## src/rtl/divider_result_collector_pkg.sv

```systemverilog
// Shared defaults and helpers for the divider result collector slice.
// Width defaults match the divider cell chain (N cells, M-bit divisor).
package divider_result_collector_pkg;

  localparam int N_DEF     = 5;
  localparam int M_DEF     = 3;
  localparam int DEPTH_DEF = 4;

  // Number of set bits, used to count operations still inside the cell chain.
  function automatic int popcount(input logic [31:0] v);
    int c;
    c = 0;
    for (int i = 0; i < 32; i++) begin
      if (v[i]) c++;
    end
    return c;
  endfunction

endpackage

```

## src/rtl/divider_result_collector_if.sv

```systemverilog
// Cell-chain taps and result stream of the divider result collector.
// out_valid/out_ready: a result transfers on every rising edge where both are
// high; out_valid never depends on out_ready, and quotient/remainder hold the
// head entry steadily while out_valid is high and out_ready is low.
interface divider_result_collector_if
  import divider_result_collector_pkg::*;
#(
  parameter int N = N_DEF,
  parameter int M = M_DEF
);

  logic [N-1:0] ck_in;
  logic [N-1:0] q_in;
  logic [M-1:0] rem_in;
  logic         issue_ok;
  logic         out_valid;
  logic         out_ready;
  logic [N-1:0] quotient;
  logic [M-1:0] remainder;
  logic         ovf;

  modport master (
    output ck_in, q_in, rem_in, out_ready,
    input  issue_ok, out_valid, quotient, remainder, ovf
  );

  modport slave (
    input  ck_in, q_in, rem_in, out_ready,
    output issue_ok, out_valid, quotient, remainder, ovf
  );

endinterface

```

## src/rtl/divider_result_collector_deskew.sv

```systemverilog
// 1-bit delay line of DLY stages with asynchronous clear; DLY=0 is a wire.
// Shifts every cycle, so each lane lines up with the last cell of the chain.
module divider_result_collector_deskew #(
  parameter int DLY = 1
) (
  input  logic clk,
  input  logic rst_n,
  input  logic d,
  output logic q
);

  generate
    if (DLY == 0) begin : g_wire
      assign q = d;
    end else begin : g_sr
      logic [DLY-1:0] sr;

      always_ff @(posedge clk or negedge rst_n) begin
        if (!rst_n) begin
          sr <= '0;
        end else begin
          sr[0] <= d;
          for (int i = 1; i < DLY; i++) sr[i] <= sr[i-1];
        end
      end

      assign q = sr[DLY-1];
    end
  endgenerate

endmodule

```

## src/rtl/divider_result_collector.sv

```systemverilog
// De-skews the per-cell quotient bits of the pipelined divider into one word,
// queues {quotient, remainder} in a small FIFO and gates new issues upstream.
module divider_result_collector
  import divider_result_collector_pkg::*;
#(
  parameter int N     = N_DEF,
  parameter int M     = M_DEF,
  parameter int DEPTH = DEPTH_DEF
) (
  input  logic                        clk,
  input  logic                        rst_n,
  divider_result_collector_if.slave   bus
);

  localparam int PW = $clog2(DEPTH);
  localparam int W  = N + M;

  // q_dsk is indexed by quotient bit: cell s drives bit N-1-s.
  logic [N-1:0] q_dsk;

  for (genvar s = 0; s < N - 1; s++) begin : g_lane
    divider_result_collector_deskew #(.DLY(N - 1 - s)) u_deskew (
      .clk   (clk),
      .rst_n (rst_n),
      .d     (bus.q_in[s]),
      .q     (q_dsk[N-1-s])
    );
  end
  assign q_dsk[0] = bus.q_in[N-1];

  logic [W-1:0]  mem [DEPTH];
  logic [PW-1:0] wr_ptr;
  logic [PW-1:0] rd_ptr;
  logic [PW:0]   count;
  logic [PW:0]   free;
  logic          ovf_r;
  logic          push;
  logic          pop;
  logic          full;
  logic          wr_en;
  logic [W-1:0]  head;

  assign push  = bus.ck_in[N-1];
  assign pop   = bus.out_valid && bus.out_ready;
  assign full  = (count == (PW+1)'(DEPTH));
  // A pop in the same cycle frees the slot, so a full FIFO can still accept.
  assign wr_en = push && (!full || pop);

  always_ff @(posedge clk or negedge rst_n) begin
    if (!rst_n) begin
      wr_ptr <= '0;
      rd_ptr <= '0;
      count  <= '0;
      ovf_r  <= 1'b0;
    end else begin
      if (wr_en) wr_ptr <= wr_ptr + PW'(1);
      if (pop)   rd_ptr <= rd_ptr + PW'(1);
      if (wr_en && !pop)      count <= count + (PW+1)'(1);
      else if (pop && !wr_en) count <= count - (PW+1)'(1);
      if (push && !wr_en) ovf_r <= 1'b1;
    end
  end

  always_ff @(posedge clk) begin
    if (wr_en) mem[wr_ptr] <= {q_dsk, bus.rem_in};
  end

  assign head          = mem[rd_ptr];
  assign bus.out_valid = (count != '0);
  assign bus.quotient  = bus.out_valid ? head[W-1:M] : '0;
  assign bus.remainder = bus.out_valid ? head[M-1:0] : '0;
  assign bus.ovf       = ovf_r;

  // Every operation still in the chain may need a slot; this cycle's pop is ignored.
  assign free         = (PW+1)'(DEPTH) - count;
  assign bus.issue_ok = int'(free) > popcount(32'(bus.ck_in));

endmodule

```

## src/flat_wrapper.sv

```systemverilog
// flat-port wrapper written by rule: the top's interface ports become plain ports
module divider_result_collector_flat import divider_result_collector_pkg::*;
#(
  parameter int N     = N_DEF,
  parameter int M     = M_DEF,
  parameter int DEPTH = DEPTH_DEF
)
  (clk, rst_n, bus_ck_in, bus_q_in, bus_rem_in, bus_out_ready, bus_issue_ok, bus_out_valid, bus_quotient, bus_remainder, bus_ovf);
  divider_result_collector_if #(.N(N), .M(M)) bus_i ();
  input  logic clk;
  input  logic rst_n;
  input wire logic [$bits(bus_i.ck_in)-1:0] bus_ck_in;
  input wire logic [$bits(bus_i.q_in)-1:0] bus_q_in;
  input wire logic [$bits(bus_i.rem_in)-1:0] bus_rem_in;
  input wire logic [$bits(bus_i.out_ready)-1:0] bus_out_ready;
  output wire logic [$bits(bus_i.issue_ok)-1:0] bus_issue_ok;
  output wire logic [$bits(bus_i.out_valid)-1:0] bus_out_valid;
  output wire logic [$bits(bus_i.quotient)-1:0] bus_quotient;
  output wire logic [$bits(bus_i.remainder)-1:0] bus_remainder;
  output wire logic [$bits(bus_i.ovf)-1:0] bus_ovf;
  assign bus_i.ck_in = bus_ck_in;
  assign bus_i.q_in = bus_q_in;
  assign bus_i.rem_in = bus_rem_in;
  assign bus_i.out_ready = bus_out_ready;
  assign bus_issue_ok = bus_i.issue_ok;
  assign bus_out_valid = bus_i.out_valid;
  assign bus_quotient = bus_i.quotient;
  assign bus_remainder = bus_i.remainder;
  assign bus_ovf = bus_i.ovf;
  divider_result_collector #(.N(N), .M(M), .DEPTH(DEPTH)) u_core (.clk(clk), .rst_n(rst_n), .bus(bus_i));
endmodule
```

## config.mk

```make
export PLATFORM = sky130hd
export DESIGN_NAME = divider_result_collector_flat
export DESIGN_NICKNAME = d
export VERILOG_FILES = /design/src/rtl/divider_result_collector_pkg.sv /design/src/rtl/divider_result_collector_if.sv /design/src/rtl/divider_result_collector_deskew.sv /design/src/rtl/divider_result_collector.sv /design/src/flat_wrapper.sv
export SDC_FILE = /design/constraint.sdc
export NUM_CORES = 1
export LEC_CHECK = 0
export CAP_MARGIN = 10
export CORE_MARGIN = 3
export CORE_UTILIZATION = 45
export CTS_BUF_LIST = sky130_fd_sc_hd__clkbuf_4 sky130_fd_sc_hd__clkbuf_8 sky130_fd_sc_hd__clkbuf_16
export CTS_CLUSTER_SIZE = 10
export DETAILED_ROUTE_END_ITERATION = 16
export PLACE_DENSITY = 0.67
export SYNTH_ARGS = -nofsm -noshare
export SYNTH_HDL_FRONTEND = slang
export SYNTH_HIERARCHICAL = 1
export SYNTH_SLANG_ARGS = --single-unit
```

## constraint.sdc

```tcl
create_clock -name clk -period 2.71 [get_ports clk]
set_input_delay 0.271 -clock clk [delete_from_list [all_inputs] [get_ports clk]]
set_output_delay 0.271 -clock clk [all_outputs]
set_load 0.01 [all_outputs]
```

==> results.md <==
* Family with the most delay on the worst path: adder cells
* Final setup viols at 0
* WL/cell at 15.0 um
* # DRC at 0
* GRT overflow at 0
* Period Utilization, post-route at a little over nine tenths
* Post-synth EDFFs at 32
* Crit. End Element: output port
* First-pass GRT wire length at 6330 um
* Slew Viols, Final at 0
* Final wirelength at between 3000 and 4000 um
* Register area share after synthesis at a little over three fifths
* Synth Warn # at 6
* Power Density at between 900 and 1000 mW/mm^2
* Hold EP: u_core/g_lane[0].u_deskew/g_sr.sr[1]
* Worst Hold Class: reg -> reg
* Post-synthesis cell type count at 26
* Die area at between 0.005 and 0.006 sq mm
* Critical path startpoint: bus_ck_in[1]
* Final ANT Viol Nets at 0
* Startpoint class of the critical path: input port
* Period minus WS final at ~2.7 ns
* Final net count at roughly 210
* Max Clock Freq at 376 MHz
* Clock slew at reported path FFs at 0.08 ns
* Vias in the first global route at about 1,300
* Worst Tran Pin Value at around 0.8 ns
* Core Region at ~0.0048 sq mm
* Top-area cell type share of the netlist area at between 40% and 50%
* Synth top cells by count: 32 x edfxtp_1, 18 x dfrtp_1, 16 x ha_1
* Setup slack, reg-to-reg at roughly 0.24 ns
* CTS tree: yes
* Storage cell area at 0.00141 sq mm
* Layout cells sized above 1 at a little over a quarter
* P&R area growth vs syn at 26.0%
* IO buf count at 26
* Filler cell count at just under 400
* Antenna cells at 0
* Hold Crit Start: u_core/g_lane[0].u_deskew/g_sr.sr[0]
* Worst Skew at 0.00743 ns
* Width of the chip at about 76 um
* Ys async rst share at a little over a third
* Iteration-0 DRC Markers at 45
* Count leader, synth: edfxtp_1
* CTS H-Tree Depth at 2
* Outcome: finished, final reports clean
* P_leak at 1.10 nW
* Syn Std Cell Area at between 0.002 and 0.0025 sq mm
* Num CTS Buffers at 5
* CP bufs+invs at 3
* CP cell instances: buf_6, buf_6, ha_4, mux2i_4, xor2_1, mux2i_2, ha_1, mux2i_1, ha_1, nor2b_1, o21a_1, o21ai_2, a41oi_2, buf_2
* Hold_buf cts at 0
* Row cnt at 25
* Cell taking the most area after synthesis: edfxtp_1
* Routed via count at 1,210
* Prevailing post-synth register cell: edfxtp_1
* Initial antenna violation count at 0
* RSZ-0062 raised after global routing: yes
* Pre-antenna DRT Iters at 4
* Multi-input logic area at roughly 800 sq um
* MaxCap Viol Count at 0
* GP Congestion at between 0.7 and 0.8
* CP arrival at between 2 and 2.5 ns
* Crit path max fanout at 2
* Initial Utilization at ~47%
* Clock Sinks at 50
* Clock latency on the worst-skew pair at 0.30 ns
* Worst reg2reg path depth at 12
* Largest net degree at the start of global routing at 19
* Crit Reg-Reg Endpoint: u_core/count[2]
* Synth Instances at 135
* Mean Syn Cell Area at ~17 sq um
* Worst Hold Path Cells at 0
* CP required at 2.44 ns
* DP Wirelength at roughly 2600 um
* Total negative setup slack at 0 ns
* GRT Resource Usage Total at between 10 and 15%
* Largest cells by area after synthesis: edfxtp_1 43%, dfrtp_1 20%, ha_1 9.0%, mux4_2 8.1%, and2_1 3.4%
* Setup CP Type: in -> out
* Largest stage delay on the critical path at 0.28 ns
* Final number of hold-violating endpoints at 0
* VDD IR max at approximately 0.65 mV
* Fin util at between 50% and 60%
* R2R Path Start: u_core/count[0]
* Net Count, Synth at 168
* Clock Path Buffers at 2
* Slew HR at 46.9%
* FF+latch count, synth at 50
* I/O pin cnt at 27
* CP max-delay cell: ha_1
* Vias per cell at between 4 and 5
* Die Height at 76.5 um
* Clk root buf: clkbuf_8
worst max path at each step:
| stage | endpoint | slack (ns) | depth (start not counted) |
|---|---|---|---|
| 6_report | bus_issue_ok | 0.05 | 14 |
| 5_1_grt | bus_issue_ok | -0.08 | 14 |
| 4_1_cts | bus_issue_ok | 0.003 | 14 |
| 3_5_place_dp | bus_issue_ok | -0.79 | 14 |
| 3_3_place_gp | bus_issue_ok | -0.71 | 13 |
| 2_1_floorplan | bus_issue_ok | 0.23 | 11 |
area by class of cell:
cell class | instances | area share [%]
sequential | 50 | 50.2
clock buffer | 7 | 2.98
tap | 67 | 2.98
multi-input combinational | 70 | 28.4
timing repair buffer | 40 | 13.0
inverter | 11 | 1.47
clock inverter | 1 | 1.07
kinds of logic (layout without fill, tap and decap cells):
group	count (synthesis)	count (layout)	share of synthesized area [%]
compound gates	5	5	2.19
simple gates	23	23	5.83
flops	50	50	63.2
xor+xnor	11	11	4.65
fa+ha+maj	17	17	9.86
buf+inv	15	59	3.25
mux	14	14	11.0
power breakdown:
part / switching (mW) / leakage, nW / internal, mW
sequential: 0.129 / 0.501 / 0.989
clock: 0.226 / 0.0593 / 0.296
combinational: 0.474 / 0.543 / 0.658
total: 0.828 / 1.10 / 1.94
per-stage QoR:
step,hold WS [ns],cell area (sq um),std cells,total power [mW],setup slack (ns)
after floorplan,-0.0246,2230,135,1.81,0.226
after global placement,0.332,2640,237,2.22,-0.710
after detailed placement,0.336,2640,237,2.28,-0.792
after CTS,0.354,2810,246,2.80,0.00348
after global routing,0.370,2810,246,2.97,-0.0764
final,0.351,2810,246,2.77,0.0529
flip-flops by register name (all words and copies together) (netlist names):
signal	cells
u_core/bus.ovf	1
u_core/wr_ptr	2
u_core/mem	32
u_core/g_lane.u_deskew/g_sr.sr	9
u_core/rd_ptr	2
u_core/g_lane.u_deskew/q	1
u_core/count	3
worst reg2reg max path: stages (launching register included):
cell      delay, ns
dfrtp_1        0.41
inv_1          0.09
ha_1           0.22
ha_1           0.19
inv_1          0.07
nand2_1        0.13
a21boi_2       0.18
ha_1           0.21
inv_1          0.07
fa_1           0.39
xor2_1         0.18
nor2_1         0.12
xnor2_1        0.13
cell usage in the layout (no fill, tap or decap), drive strengths merged, types with 5 or more instances in the layout:
master / count
xnor2: 7
inv: 11
buf: 17
clkbuf: 8
clkdlybuf4s50: 22
mux4: 8
dfrtp: 18
and2: 12
ha: 16
edfxtp: 32
nand3: 5
layer usage:
metal,share of wire [%],wire [um],global-route usage [%]
met1,40,1460,16.5
met3,4.6,169,4.02
met5,0,0,0
met2,54,2000,24.9
met4,1.2,44,3.80
repair_timing:
action                                  4_1_cts  5_1_grt
resized for setup                            25        4
setup buffers                                 1        0
hold endpoints to repair                      0        0
endpoints found under the setup margin        1        1
gates cloned                                  0        0
pin swaps                                     5        3
(Power assumes the default switching activity.)
